### src/rtl/priority_encoder_seq.sv
// ============================================================================
// Module   : priority_encoder_seq
// Brief    : Serialises the set-bit indices of a captured request vector over
//            a valid/ready stream, with popcount and an explicit all-zero beat.
// Revision : 1.0
// ============================================================================
`default_nettype none

module priority_encoder_seq #(
  parameter int WIDTH     = 8,
  parameter int IDX_W     = $clog2(WIDTH),
  parameter bit MSB_FIRST = 1'b0
) (
  input  logic             clk,
  input  logic             rst_n,
  input  logic             en,
  input  logic             in_valid,
  output logic             in_ready,
  input  logic [WIDTH-1:0] in_data,
  output logic             out_valid,
  input  logic             out_ready,
  output logic [IDX_W-1:0] out_idx,
  output logic             out_last,
  output logic             out_none,
  output logic [IDX_W:0]   out_cnt,
  output logic             busy
);

  localparam logic [1:0] S_IDLE = 2'd0;
  localparam logic [1:0] S_SCAN = 2'd1;
  localparam logic [1:0] S_ZERO = 2'd2;

  logic [1:0]       state_q,   state_d;
  logic [WIDTH-1:0] pending_q, pending_d;
  logic [IDX_W:0]   cnt_q,     cnt_d;

  logic [IDX_W-1:0] w_sel_idx;
  logic [WIDTH-1:0] w_sel_mask;
  logic             w_single;
  logic             w_in_fire;
  logic             w_out_fire;

  function automatic logic [IDX_W:0] popcount(input logic [WIDTH-1:0] v);
    logic [IDX_W:0] c;
    c = '0;
    for (int i = 0; i < WIDTH; i++) begin
      c = c + (IDX_W+1)'(v[i]);
    end
    return c;
  endfunction

  // Later loop iterations overwrite earlier ones, so scan order picks the winner.
  generate
    if (MSB_FIRST) begin : g_msb_first
      always_comb begin
        w_sel_idx = '0;
        for (int i = 0; i < WIDTH; i++) begin
          if (pending_q[i]) w_sel_idx = IDX_W'(i);
        end
      end
    end else begin : g_lsb_first
      always_comb begin
        w_sel_idx = '0;
        for (int i = WIDTH - 1; i >= 0; i--) begin
          if (pending_q[i]) w_sel_idx = IDX_W'(i);
        end
      end
    end
  endgenerate

  assign w_sel_mask = {{(WIDTH-1){1'b0}}, 1'b1} << w_sel_idx;
  assign w_single   = (pending_q != '0) &&
                      ((pending_q & (pending_q - {{(WIDTH-1){1'b0}}, 1'b1})) == '0);

  // in_ready is gated by rst_n so it stays low for the whole reset assertion.
  assign in_ready   = rst_n & en & (state_q == S_IDLE);
  assign out_valid  = en & (state_q != S_IDLE);
  assign busy       = (state_q != S_IDLE);
  assign w_in_fire  = in_valid & in_ready;
  assign w_out_fire = out_valid & out_ready;

  always_comb begin
    state_d   = state_q;
    pending_d = pending_q;
    cnt_d     = cnt_q;
    case (state_q)
      S_IDLE: begin
        if (w_in_fire) begin
          pending_d = in_data;
          cnt_d     = popcount(in_data);
          state_d   = (in_data == '0) ? S_ZERO : S_SCAN;
        end
      end
      S_SCAN: begin
        if (w_out_fire) begin
          pending_d = pending_q & ~w_sel_mask;
          if (w_single) begin
            state_d   = S_IDLE;
            pending_d = '0;
          end
        end
      end
      S_ZERO: begin
        if (w_out_fire) state_d = S_IDLE;
      end
      default: begin
        state_d   = S_IDLE;
        pending_d = '0;
      end
    endcase
  end

  always_ff @(posedge clk or negedge rst_n) begin
    if (!rst_n) begin
      state_q   <= S_IDLE;
      pending_q <= '0;
      cnt_q     <= '0;
    end else begin
      state_q   <= state_d;
      pending_q <= pending_d;
      cnt_q     <= cnt_d;
    end
  end

  always_comb begin
    out_idx  = '0;
    out_last = 1'b0;
    out_none = 1'b0;
    out_cnt  = cnt_q;
    case (state_q)
      S_SCAN: begin
        out_idx  = w_sel_idx;
        out_last = w_single;
      end
      S_ZERO: begin
        out_last = 1'b1;
        out_none = 1'b1;
        out_cnt  = '0;
      end
      default: begin
        out_idx  = '0;
      end
    endcase
  end

endmodule

`default_nettype wire

### config.mk
export PLATFORM = sky130hd
export DESIGN_NAME = priority_encoder_seq
export DESIGN_NICKNAME = d
export VERILOG_FILES = /design/src/rtl/priority_encoder_seq.sv
export SDC_FILE = /design/constraint.sdc
export NUM_CORES = 1
export LEC_CHECK = 0
export CAP_MARGIN = 40
export CORE_MARGIN = 2
export CORE_UTILIZATION = 59
export CTS_BUF_LIST = sky130_fd_sc_hd__clkbuf_8
export DETAILED_ROUTE_END_ITERATION = 7
export DONT_BUFFER_PORTS = 1
export PLACE_DENSITY = 0.78
export REMOVE_ABC_BUFFERS = 1
export SETUP_SLACK_MARGIN = 0.4
export SYNTH_ARGS = -nofsm -noshare
export SYNTH_HDL_FRONTEND = slang
export SYNTH_SLANG_ARGS = --single-unit
### constraint.sdc
create_clock -name clk -period 1.94 [get_ports clk]
set_input_delay 0.291 -clock clk [delete_from_list [all_inputs] [get_ports clk]]
set_output_delay 0.291 -clock clk [all_outputs]
set_load 0.005 [all_outputs]
# Yosys cells after proc, flatten, opt, wreduce, memory -nomap -nowiden
# Index checks and enable logic that the tools add are counted.
# word_totals
wordCells	58
register_bits	14
# op_classes
addsub	8
n_eq_ne	6
bitwise_logic	9
shifts	1
n_mux	22
reduce_logical	9
# ops
operator	n
2-to-1 mux 3 bit	9
2-to-1 mux 8 bit	3
one-hot mux 8 bit (3 select lines)	1
adder 4 x 1 -> 4 bit	4
AND 8 bit	2
logical NOT 8 bit	2
2-to-1 mux 2 bit	5
inequality test 2 bit (second input constant)	4
NOT 8 bit	1
nonzero test 8 bit	1
left shift 1 x 3 -> 8 bit (first input constant)	1
subtractor 8 x 1 -> 8 bit (second input constant)	1
one-hot mux 2 bit (3 select lines)	1
AND 1 bit	5
adder 3 x 1 -> 4 bit	1
2-to-1 mux 4 bit	1
AND reduction 4 bit	1
adder 2 x 1 -> 3 bit	1
AND reduction 3 bit	1
adder 1 x 1 -> 2 bit	1
== test 2 x 1 -> 1 bit (second input constant)	1
== test 2 bit (second input constant)	1
logical NOT 2 bit	1
one-hot mux 1 bit (2 select lines)	1
5 further kinds	5

# Logic depth before layout (Yosys ltp)
# Gate-level depths: netlist of the first run.
# logic_depth
ltp_word	14
mapped_depth	10
mapped_depth_nobuf	10

# Worst setup path before layout of the first run
# OpenSTA, ideal clock, no wires.
# synth_path
kind	input -> register
from	input port in_data[0]
to	register cnt_q[2]
setup_slack_ps	-746
n_path_buf	0
t_arrival_ps	2603
path_stages	10
t_required_ps	1857
setup_ps	83
cell_sequence	fa_1 > inv_1 > fa_1 > fa_1 > inv_1 > ha_1 > inv_1 > fa_1 > xor2_1 > o21ai_0
# synth_between
elab_chain_cells	7
# synth_lines
item	line	source
start, declared	19	input logic [WIDTH-1:0] in_data,
adder 1 x 1 -> 2 bit	47	c = c + (IDX_W+1)'(v[i]);
adder 2 x 1 -> 3 bit	47	
adder 3 x 1 -> 4 bit	47	
adder 4 x 1 -> 4 bit (4 in a row)	47	
end signal, assigned	121	cnt_q <= cnt_d;
end, declared	35	logic [IDX_W:0] cnt_q, cnt_d;
# Every way passes these cells.
# A chain may end at the register's enable or synchronous reset.

# Worst setup path in the final report of the first run
# layout_path
from	input port in_data[0]
to	register cnt_q[1]
# Same word-level chain as after synthesis.

==> impl.org, run 1 <==
** Outcome
- The run finished, with violations left.
- The final reports fail on setup timing.

** STA
- Final critical-path setup slack :: -601 ps
- The worst path in the final design needs a cycle of 2540 ps, including I/O delays and setup.
- On the final layout, the worst clock skew is 1.91 ps.
- Share of the clock period used by the worst path after layout :: 1.31
- Setup violations remaining at the end of the flow were counted as 6.
- Setup repair after global routing could not meet its margin everywhere.
- In this run the tightest slew margin relative to its limit is 0.527.
- For this run, the top clock speed supported by timing is 393 MHz.
- The tightest hold path in the finished design has a slack of 189 ps.
- Hold Violations, Final :: 0
- Slew of the pin with the lowest slew margin :: 707 ps
- Max Slew Vio Count :: 0

** Floorplanning
- Initial cell density of the core :: 0.607
- Number of primary I/O pins :: 25
- From bottom edge to top edge, the die measures approximately 48 um.
- Total die area :: about 2300 sq um
- Measured along the x axis, the die boundary spans 48.2 um.
- Floorplan Core Area :: 1900 sq um
- After floorplanning, the core was divided into 16 placement rows.

** Final layout
- # diodes :: 0
- The net count of the finished layout is approximately 190.
- In the layout the commonest cells are 22 x sky130_fd_sc_hd__buf_4, 12 x sky130_fd_sc_hd__inv_1, 12 x sky130_fd_sc_hd__nand2_1.
- From synthesis to final layout, the design area changed by 51.2%.
- The finished layout holds 190 standard cells, fillers aside.
- Layout Utilization :: 0.918
- The library cell used most frequently in the layout, excluding fill and tap cells, is sky130_fd_sc_hd__buf_4.
- Fraction of final layout cells with drive strength greater than 1 :: 0.509

** Route
- Routed length per instance :: 26.5 um
- Total wire length :: 5.04 mm
- Residual DRC :: 0
- Count of nets left with antenna violations after detail routing :: 0
- After detailed routing, the number of vias per cell comes to 6.90.
- Across all layers, the routed design uses approximately 1300 vias.
- Number of DRC markers in iteration 0 :: 84
- Iteration count of the initial detailed-routing pass :: 5

** Power and ir drop
- Dividing total power by cell area gives a power density of around 1600 nW/um^2.
- For this design the static power due to leakage is approximately 0.83 nW.
- Across the VDD grid, the largest voltage drop is between 1 and 1.5 mV.
- After layout, the design draws a total of 2.76 mW.

** Clock tree
- Worst-case clock buffer depth :: 2
- At the later pin of the worst-skew pair, clock insertion delay measures 260 ps.
- Reg clk slew, reported paths :: 70 ps
- TritonCTS built the clock tree.
- TritonCTS created 3 clock buffers.
- Clock Tree Root :: sky130_fd_sc_hd__clkbuf_8
- In this run the number of H-tree levels came out at 1.
- The clock drives 14 sinks.

** Global routing
- Initial antenna violation count :: 0
- Total routing resource utilization after global routing :: 0.416
- Entering global routing, the biggest net connects 15 pins.
- The first global-routing pass estimated roughly 6.3 mm of wire.
- GR Overflow Total :: 0
- Vias in the first global route :: 1255

** Yosys
- The share of synthesized area in the top cell type comes to 0.303.
- Cell area after technology mapping :: 1150 sq um
- Yosys synthesis warning count :: 0
- The average instance in the mapped netlist occupies about 9 sq um.
- Of the total synthesized cell area, the portion taken by XOR and XNOR cells is 0.00758.
- Post-synthesis compound-gate area fraction :: 0.234
- Of the total synthesized cell area, the portion taken by AND, OR, NAND and NOR gates is 0.221.
- Gate count of the mapped netlist :: 129
- Top cells by area in the synthesized netlist :: sky130_fd_sc_hd__dfrtp_1 30%, sky130_fd_sc_hd__ha_1 7.6%, sky130_fd_sc_hd__fa_1 6.9%, sky130_fd_sc_hd__o21ai_0 5.6%, sky130_fd_sc_hd__inv_1 5.2%
- Among all flip-flop cells after synthesis, the most frequent one is sky130_fd_sc_hd__dfrtp_1.
- After synthesis, the largest family of logic cells by area is compound AO/OA/AOI/OAI gates.
- Number of synthesized flops with an enable pin :: 0
- FF+latch count, synth :: 14
- Seq/Total Area, Yosys :: 0.303
- After synthesis, the share of cell area in mux cells is 0.00975.
- Adder and majority gate portion of the synthesized area :: 0.145
- Yosys mapped the design onto 42 distinct sky130hd cell types.
- Async SR Flop Fraction :: 1.00
- The synthesized design spends more area on one cell type than any other, namely sky130_fd_sc_hd__dfrtp_1.

** Critical path
- Counting stages on the worst path, the most repeated cell is sky130_fd_sc_hd__fa_1.
- Crit Path Category :: primary input to flop
- Critical Path Start Type :: primary input
- Data on the critical path is required at its endpoint by about 2100 ps.
- The critical path goes through fa_1 > inv_1 > fa_1 > fa_1 > inv_2 > ha_4 > inv_2 > fa_2 > o21ai_1.
- Internal reg-to-reg setup slack :: -30 ps
- Maximum net fanout on the critical path :: 2
- The slowest stage of the critical path belongs to the cell sky130_fd_sc_hd__fa_1.
- Peak per-stage delay on the critical path :: 540 ps
- Element type at the critical path end :: flop
- Data on the critical path arrives at its endpoint at about 2700 ps.

** Worst hold path
- Class of the tightest hold or removal check :: primary input to flop

** Place
- Routability-driven placement finished with a final weighted congestion of 0.828.
- Once detailed placement completed, the half-perimeter wirelength came to 2.21 mm.
- Cells after DPL :: 166
- IO buf count :: 0

** Run
- The tool flagged a number of max-cap violations equal to 0.
cell usage after synthesis, types with 3 or more instances:
master,count
sky130_fd_sc_hd__nor3_1,3
sky130_fd_sc_hd__and3_1,4
sky130_fd_sc_hd__nor2b_1,6
sky130_fd_sc_hd__fa_1,4
sky130_fd_sc_hd__inv_1,16
sky130_fd_sc_hd__nand2_1,13
sky130_fd_sc_hd__o21ai_0,13
sky130_fd_sc_hd__nor2_1,6
sky130_fd_sc_hd__dfrtp_1,14
sky130_fd_sc_hd__ha_1,7
sky130_fd_sc_hd__a221o_1,3
timing repair:
action / in CTS / in global routing
resized for setup: 58 / 18
hold endpoints to repair: 14 / 0
endpoints found under the setup margin: 24 / 22
pin swaps: 13 / 8
hold buffers: 1 / 0
buffers inserted: 16 / 3
cells by family after synthesis:
logic type | Yosys count
xor+xnor | 1
compound gates | 36
mux | 1
buf+inv | 20
fa+ha+maj | 11
simple gates | 46
flops | 14
stage by stage:
stage               area, sq um  TNS [ps]  setup slack [ps]
floorplan                  1120     -2400              -746
global placement           1260     -2570              -794
detailed placement         1260     -2970              -913
CTS                        1670     -1930              -549
global route               1750     -2760              -674
finish                     1750     -2260              -601
path summary, 6_finish.rpt:
| path | start | end | cells past startpoint |
|---|---|---|---|
| worst max-delay path | in_data[0] | cnt_q[1]$_DFFE_PN0P_ | 9 |
| worst min register to register | cnt_q[0]$_DFFE_PN0P_ | cnt_q[0]$_DFFE_PN0P_ | 1 |
| worst max register to register | pending_q[2]$_DFFE_PN0P_ | pending_q[6]$_DFFE_PN0P_ | 4 |
| min in group asynchronous | rst_n | cnt_q[2]$_DFFE_PN0P_ | 1 |
| max in group asynchronous | rst_n | pending_q[3]$_DFFE_PN0P_ | 1 |
| worst min-delay path | in_data[1] | pending_q[1]$_DFFE_PN0P_ | 1 |
flip-flops by register name, indices dropped and copies added, names as in the netlist:
name	cells
pending_q	8
cnt_q	4
state_q	2
layer usage:
layer | vias to the layer above | wire, um | share of wire | global-route usage
li1 | 528 | - | - | -
met1 | 631 | 1810 | 0.36 | 0.496
met2 | 116 | 2440 | 0.48 | 0.718
met3 | 36 | 489 | 0.097 | 0.0741
met4 | 0 | 303 | 0.060 | 0.200
met5 | - | 0 | 0 | 0
area by class of cell:
cell class                      count  area [sq um]
Tap cell                           27          33.8
Inverter                           16          60.1
Clock buffer                        4          55.1
Multi-Input combinational cell     95           943
Sequential cell                    14           355
Timing Repair Buffer               34           299
Fill cell                          68           155
report_power, final:
part	internal, mW	switching [mW]	total, mW
combinational	0.969	0.943	1.91
sequential	0.402	0.145	0.547
clock	0.181	0.124	0.304
critical path, delay by kind of cell:
family | cells | cell delay, ps
AO/OA/AOI/OAI | 1 | 70
adder cells (fa/ha/maj) | 5 | 2150
buffers and inverters | 3 | 170
(Power assumes the default switching activity.)
==> inputs of run 2 (changes only) <==
--- a/config.mk
+++ b/config.mk
@@ -6,7 +6,7 @@
 export NUM_CORES = 1
 export LEC_CHECK = 0
 export CAP_MARGIN = 40
-export CORE_MARGIN = 2
+export CORE_MARGIN = 10
 export CORE_UTILIZATION = 59
 export CTS_BUF_LIST = sky130_fd_sc_hd__clkbuf_8
 export DETAILED_ROUTE_END_ITERATION = 7
==> impl.org, run 2 <==
** Yosys
- Area share of the largest cell type after synthesis :: 0.303 (unchanged)
- FF+latch count, synth :: 14 (unchanged)
- Async SR Flop Fraction :: 1.00 (unchanged)
- Top cells by area in the synthesized netlist :: sky130_fd_sc_hd__dfrtp_1 30%, sky130_fd_sc_hd__ha_1 7.6%, sky130_fd_sc_hd__fa_1 6.9%, sky130_fd_sc_hd__o21ai_0 5.6%, sky130_fd_sc_hd__inv_1 5.2%
- Primary flip-flop cell chosen by synthesis mapping :: sky130_fd_sc_hd__dfrtp_1
- Number of synthesized flops with an enable pin :: 0 (unchanged)
- Yosys synthesis warning count :: 0 (unchanged)
- Counting instances in the post-synthesis netlist gives the leading cell types as 16 x sky130_fd_sc_hd__inv_1, 14 x sky130_fd_sc_hd__dfrtp_1, 13 x sky130_fd_sc_hd__nand2_1, 13 x sky130_fd_sc_hd__o21ai_0, 7 x sky130_fd_sc_hd__ha_1.
- Seq/Total Area, Yosys :: 0.303 (unchanged)
- The per-instance average area after synthesis is 8.95 sq um (unchanged).
- sky130_fd_sc_hd__dfrtp_1 takes more of the synthesized area than any other cell.
- Cell with the most instances after synthesis :: sky130_fd_sc_hd__inv_1
- Library cells used by synthesis :: 42 (unchanged)
- The netlist area before placement was 1150 sq um (unchanged).
- The cell count after synthesis came to 129 (unchanged).

** Outcome
- The flow halted during global routing (5_1_grt).
- The flow did not finish.
- First error message :: [ERROR DPL-0033] detailed placement checks failed during check placement.

** Global routing
- Entering global routing, the biggest net connects 15 pins.
- Initial antenna violation count :: 0

** Floorplanning
- Die width :: 64.2 um (+33%)
- The floorplan die height came to 64.2 um (+33%).
- Number of primary I/O pins :: 25 (unchanged)
- The row count came to 15 (-1).
- The initial standard-cell utilization of the core was 0.648 (+0.0405).

** Place
- IO buf count :: 0 (unchanged)
- The detailed placer's ending HPWL was 2.39 mm (+8.5%).
- The routability-driven placement congestion ratio came to 0.865 (+4.5%).
- Place WS :: -931 ps (-18.1 ps)
- The cell count after placement is 164 (-1.2%).

** STA
- After the last repair the worst path ends at a register data pin.
- When the last timing repair stopped, the worst path ended at cnt_q[2]$_DFFE_PN0P_/D.

** Clock tree
- # clock sinks :: 14 (unchanged)
- Worst-case clock buffer depth :: 2 (unchanged)
- The maximum level of the CTS H-tree came to 1 (unchanged).
- Clock Tree Root :: sky130_fd_sc_hd__clkbuf_8
- The number of CTS-inserted buffers is 3 (unchanged).
==> run 2: cell counts after synthesis <==
Identical to the previous run, type by type.
==> run 2: repair_timing <==
action | CTS
pin swaps | 16
hold buffers | 1
endpoints found under the setup margin | 23
gates cloned | 0
hold endpoints to repair | 14
setup buffers | 12
resized for setup | 64
==> run 2: logic make-up after synthesis <==
| kind of cell | synth area share |
|---|---|
| and+or+nand+nor | 0.221 |
| AOI/OAI and AO/OA | 0.234 |
| buffers and inverters | 0.0791 |
| DFF | 0.303 |
| adders and majority gates | 0.145 |
| xor gates and xnor gates | 0.00759 |
| muxes | 0.00975 |
==> run 2: through the flow <==
step | hold WS (ps) | instance area, sq um
2_1_floorplan | -4.59 | 1120
3_3_place_gp | -3.80 | 1260
3_5_place_dp | -3.99 | 1260
4_1_cts | 185 | 1640
==> inputs of run 3 (changes only) <==
==> config.mk (replaced) <==
export PLATFORM = sky130hd
export DESIGN_NAME = priority_encoder_seq
export DESIGN_NICKNAME = d
export VERILOG_FILES = /design/src/rtl/priority_encoder_seq.sv
export SDC_FILE = /design/constraint.sdc
export NUM_CORES = 1
export LEC_CHECK = 0
export CAP_MARGIN = 40
export CORE_AREA = 10 10 71 73
export DETAILED_ROUTE_END_ITERATION = 7
export DIE_AREA = 0 0 81 83
export DONT_BUFFER_PORTS = 1
export PLACE_DENSITY_LB_ADDON = 0.15
export REMOVE_ABC_BUFFERS = 1
export SYNTH_ARGS = -nofsm -noshare
export SYNTH_HDL_FRONTEND = slang
export SYNTH_SLANG_ARGS = --single-unit
==> constraint.sdc (replaced) <==
create_clock -name clk -period 2.5 [get_ports clk]
set_input_delay 0.375 -clock clk [delete_from_list [all_inputs] [get_ports clk]]
set_output_delay 0.375 -clock clk [all_outputs]
set_load 0.005 [all_outputs]
==> impl.org, run 3 (synthesis results as in run 1) <==
** Outcome
- The run finished, with violations left.
- The final reports fail on setup timing.

** Critical path
- For this design, the slowest cell found on the critical path is sky130_fd_sc_hd__fa_1.
- The startpoint identified for the worst register-to-register timing path is pending_q[2]$_DFFE_PN0P_.
- Peak per-stage delay on the critical path :: 540 ps
- The worst register-to-register path has a setup slack of 560 ps.
- Counting both buffers and inverters, the worst setup path holds a total of 3.
- Endpoint of the worst-slack reg-to-reg timing path :: state_q[0]$_DFFE_PN0P_
- Maximum net fanout on the critical path :: 2
- CP required :: ~2600 ps
- Crit Path Category :: primary input to flop
- Top cell by count, worst path :: sky130_fd_sc_hd__fa_1
- Arrival time worst endpoint :: 2740 ps
- Cell-by-cell listing of the critical path :: fa_1 > inv_2 > fa_1 > fa_1 > inv_1 > ha_2 > inv_2 > fa_2 > o21ai_2
- Grouping stages by cell kind, the critical path spends the most delay in adder cells.
- The worst setup path is launched from a primary input.
- The worst setup path is captured at a flop.
- Counting cells, the worst reg-to-reg path comes to 4.

** Power and ir drop
- IR drop worst, VDD :: 0.377 mV
- The internal portion of the total power is 0.773 mW.
- Portion of total power attributed to sequential cells :: 0.313
- Combinational share of power :: 0.518
- Switching share of power :: 0.422
- For this design the total switching power over the nets is approximately 0.57 mW.
- Dividing total power by cell area gives a power density of 1040 nW/um^2.
- Portion of total power attributed to the clock network :: 0.170
- Leakage power :: 0.616 nW

** Floorplanning
- Std-Cell Rows :: 22 (+7)
- The initial standard-cell utilization of the core was 0.318 (-0.330).
- Die width :: 81 um (+26%)
- The die covers 6720 sq um.
- The I/O pin total was 25 (unchanged).
- Vertical extent of the die :: 83 um (+29%)
- The core region is 3630 sq um.

** Global routing
- Total routing resource utilization after global routing :: 0.0991
- Global-route wire length before repair :: 5.28 mm
- Maximum number of pins on one net before global-route repair :: 15
- The initial antenna violation count is 0.
- Summed over all layers, the global routing overflow is 0.
- Vias in the first global route :: around 980

** Final layout
- In the final layout, the multi-input gates occupy 728 sq um.
- Number of flip-flops under the largest register name :: 8
- Area taken by flip-flops and latches :: 350 sq um
- The repair_antennas step left the layout with diodes totalling 0.
- Register with the highest flop count :: pending_q
- Number of inserted filler cells in the final layout :: 396
- Fraction of final layout cells with drive strength greater than 1 :: 0.150
- Most frequent cells in the layout :: 14 x sky130_fd_sc_hd__inv_1, 14 x sky130_fd_sc_hd__dfrtp_1, 13 x sky130_fd_sc_hd__nand2_1
- Compared with the post-synthesis result, the final layout area differs by 11.4%.
- Layout Utilization :: 0.354
- Layout Nets :: 158
- Cell area after layout :: around 1300 sq um
- The largest registers in the layout are pending_q (8), cnt_q (4), state_q (2).

** Route
- Number of vias in the routed layout :: 948
- Average vias per placed instance :: 5.24
- Met1 routed wirelength after detailed routing :: 1.41 mm
- The final layout contains routed wiring with a total length of 3.27 mm.
- For this block, the initial DRC count from the detailed router was 52.
- Routed length per instance :: 18.1 um
- Residual DRC :: 0
- Count of nets left with antenna violations after detail routing :: 0
- Iteration count of the initial detailed-routing pass :: 4
- Met2 routed wirelength :: about 1.6 mm
- In the detailed route, the total length drawn on met3 is around 290 um.
- Top Metal Used :: met3

** Place
- IO buf count :: 0 (unchanged)
- The detailed placer's ending HPWL is 2.47 mm (+3.1%).
- The routability-driven placement congestion ratio is 0.772 (-11%).
- The area after detailed placement came to 1210 sq um (-4.3%).
- The worst-case setup slack after placement was -408 ps (+523 ps).

** Clock tree
- The clock reaches the later pin of the worst-skew pair after 250 ps.
- The worst-case clock buffer depth came to 2 (unchanged).
- The number of CTS-inserted buffers is 3 (unchanged).
- The count of clock tree sinks was 14 (unchanged).
- Reg clk slew, reported paths :: ~60 ps
- Count of buffers added by post-CTS timing repair for setup :: 0 (-12)
- The cell sitting at the root of the clock tree is a sky130_fd_sc_hd__clkbuf_8.
- The maximum level of the CTS H-tree was 1 (unchanged).
- TritonCTS built the clock tree.

** STA
- In the post-route analysis, the smallest setup slack over all paths is -103 ps.
- Unrepaired setup endpoints after global routing :: yes
- Based on the critical path, the design can be clocked at up to 384 MHz.
- The count of endpoints failing hold in the final timing report was 0.
- In the finished design, the share of the clock period the worst path needs comes to 1.04.
- Remaining max-slew budget at the tightest pin :: 0.532
- Slew of the pin with the lowest slew margin :: 700 ps
- Setup violations remaining at the end of the flow were counted as 2.
- Across the routed clock network, the largest skew measured is 3.57 ps.
- Worst slack on hold paths :: ~260 ps
- The number of slew-limit violations in the final report was 0.
- Counting I/O delays and the setup requirement, the final critical path takes 2600 ps.

** Worst hold path
- For hold timing, the worst endpoint is pending_q[7]$_DFFE_PN0P_.
- Counting instances, the worst hold path has a depth of 2.
- Worst hold path startpoint :: in_data[7]
- Class of the tightest hold or removal check :: primary input to flop

** Run
- Max cap viols :: 0
[run 3: power groups by stage]
stage               Clock [mW]  Combinational (mW)  Sequential, mW
floorplan                    0               0.514           0.387
global route             0.252               0.796           0.429
global placement             0               0.662           0.414
CTS                      0.236               0.692           0.416
detailed placement           0               0.670           0.416
finish                   0.227               0.693           0.419
[run 3: worst register-to-register path, cell delays in order (launching register included)]
cell and delay [ps]:
sky130_fd_sc_hd__dfrtp_1 470, sky130_fd_sc_hd__or4_4 590, sky130_fd_sc_hd__o21a_1 220, sky130_fd_sc_hd__a211oi_1 360, sky130_fd_sc_hd__o21ai_0 160
[run 3: worst max-delay path by stage]
stage / end / slack (ps) / startpoint / cells after the start
3_3_place_gp: cnt_q[2]$_DFFE_PN0P_ / -340 / in_data[0] / 10
4_1_cts: cnt_q[1]$_DFFE_PN0P_ / -90 / in_data[0] / 9
5_1_grt: cnt_q[1]$_DFFE_PN0P_ / -180 / in_data[0] / 9
2_1_floorplan: cnt_q[2]$_DFFE_PN0P_ / -270 / in_data[0] / 10
6_report: cnt_q[1]$_DFFE_PN0P_ / -100 / in_data[0] / 9
3_5_place_dp: cnt_q[1]$_DFFE_PN0P_ / -410 / in_data[0] / 9
[run 3: metrics by stage]
step | power [mW] | std cells | TNS [ps]
2_1_floorplan | 0.902 | 125 | -527
3_3_place_gp | 1.08 | 176 | -782
3_5_place_dp | 1.09 | 176 | -971
4_1_cts | 1.34 | 181 | -143
5_1_grt | 1.48 | 181 | -344
6_report | 1.34 | 181 | -174
[run 3: layout make-up]
type | count | share of cell area
inverter | 16 | 0.0467
tap | 48 | 0.0467
clock buffer | 4 | 0.0428
multi-input combinational | 95 | 0.566
timing repair buffer | 4 | 0.0253
sequential | 14 | 0.272
[run 3: routing by layer]
layer  GRT usage  vias up
met2       0.156       24
li1            -      469
met3      0.0550        0
met4     0.00469        0
met1       0.121      455
met5           0        -
[run 3: what timing repair did]
item	CTS	global route
hold endpoints to repair	14	0
setup endpoints to repair	3	2
hold buffers	1	0
gates resized for setup	6	2
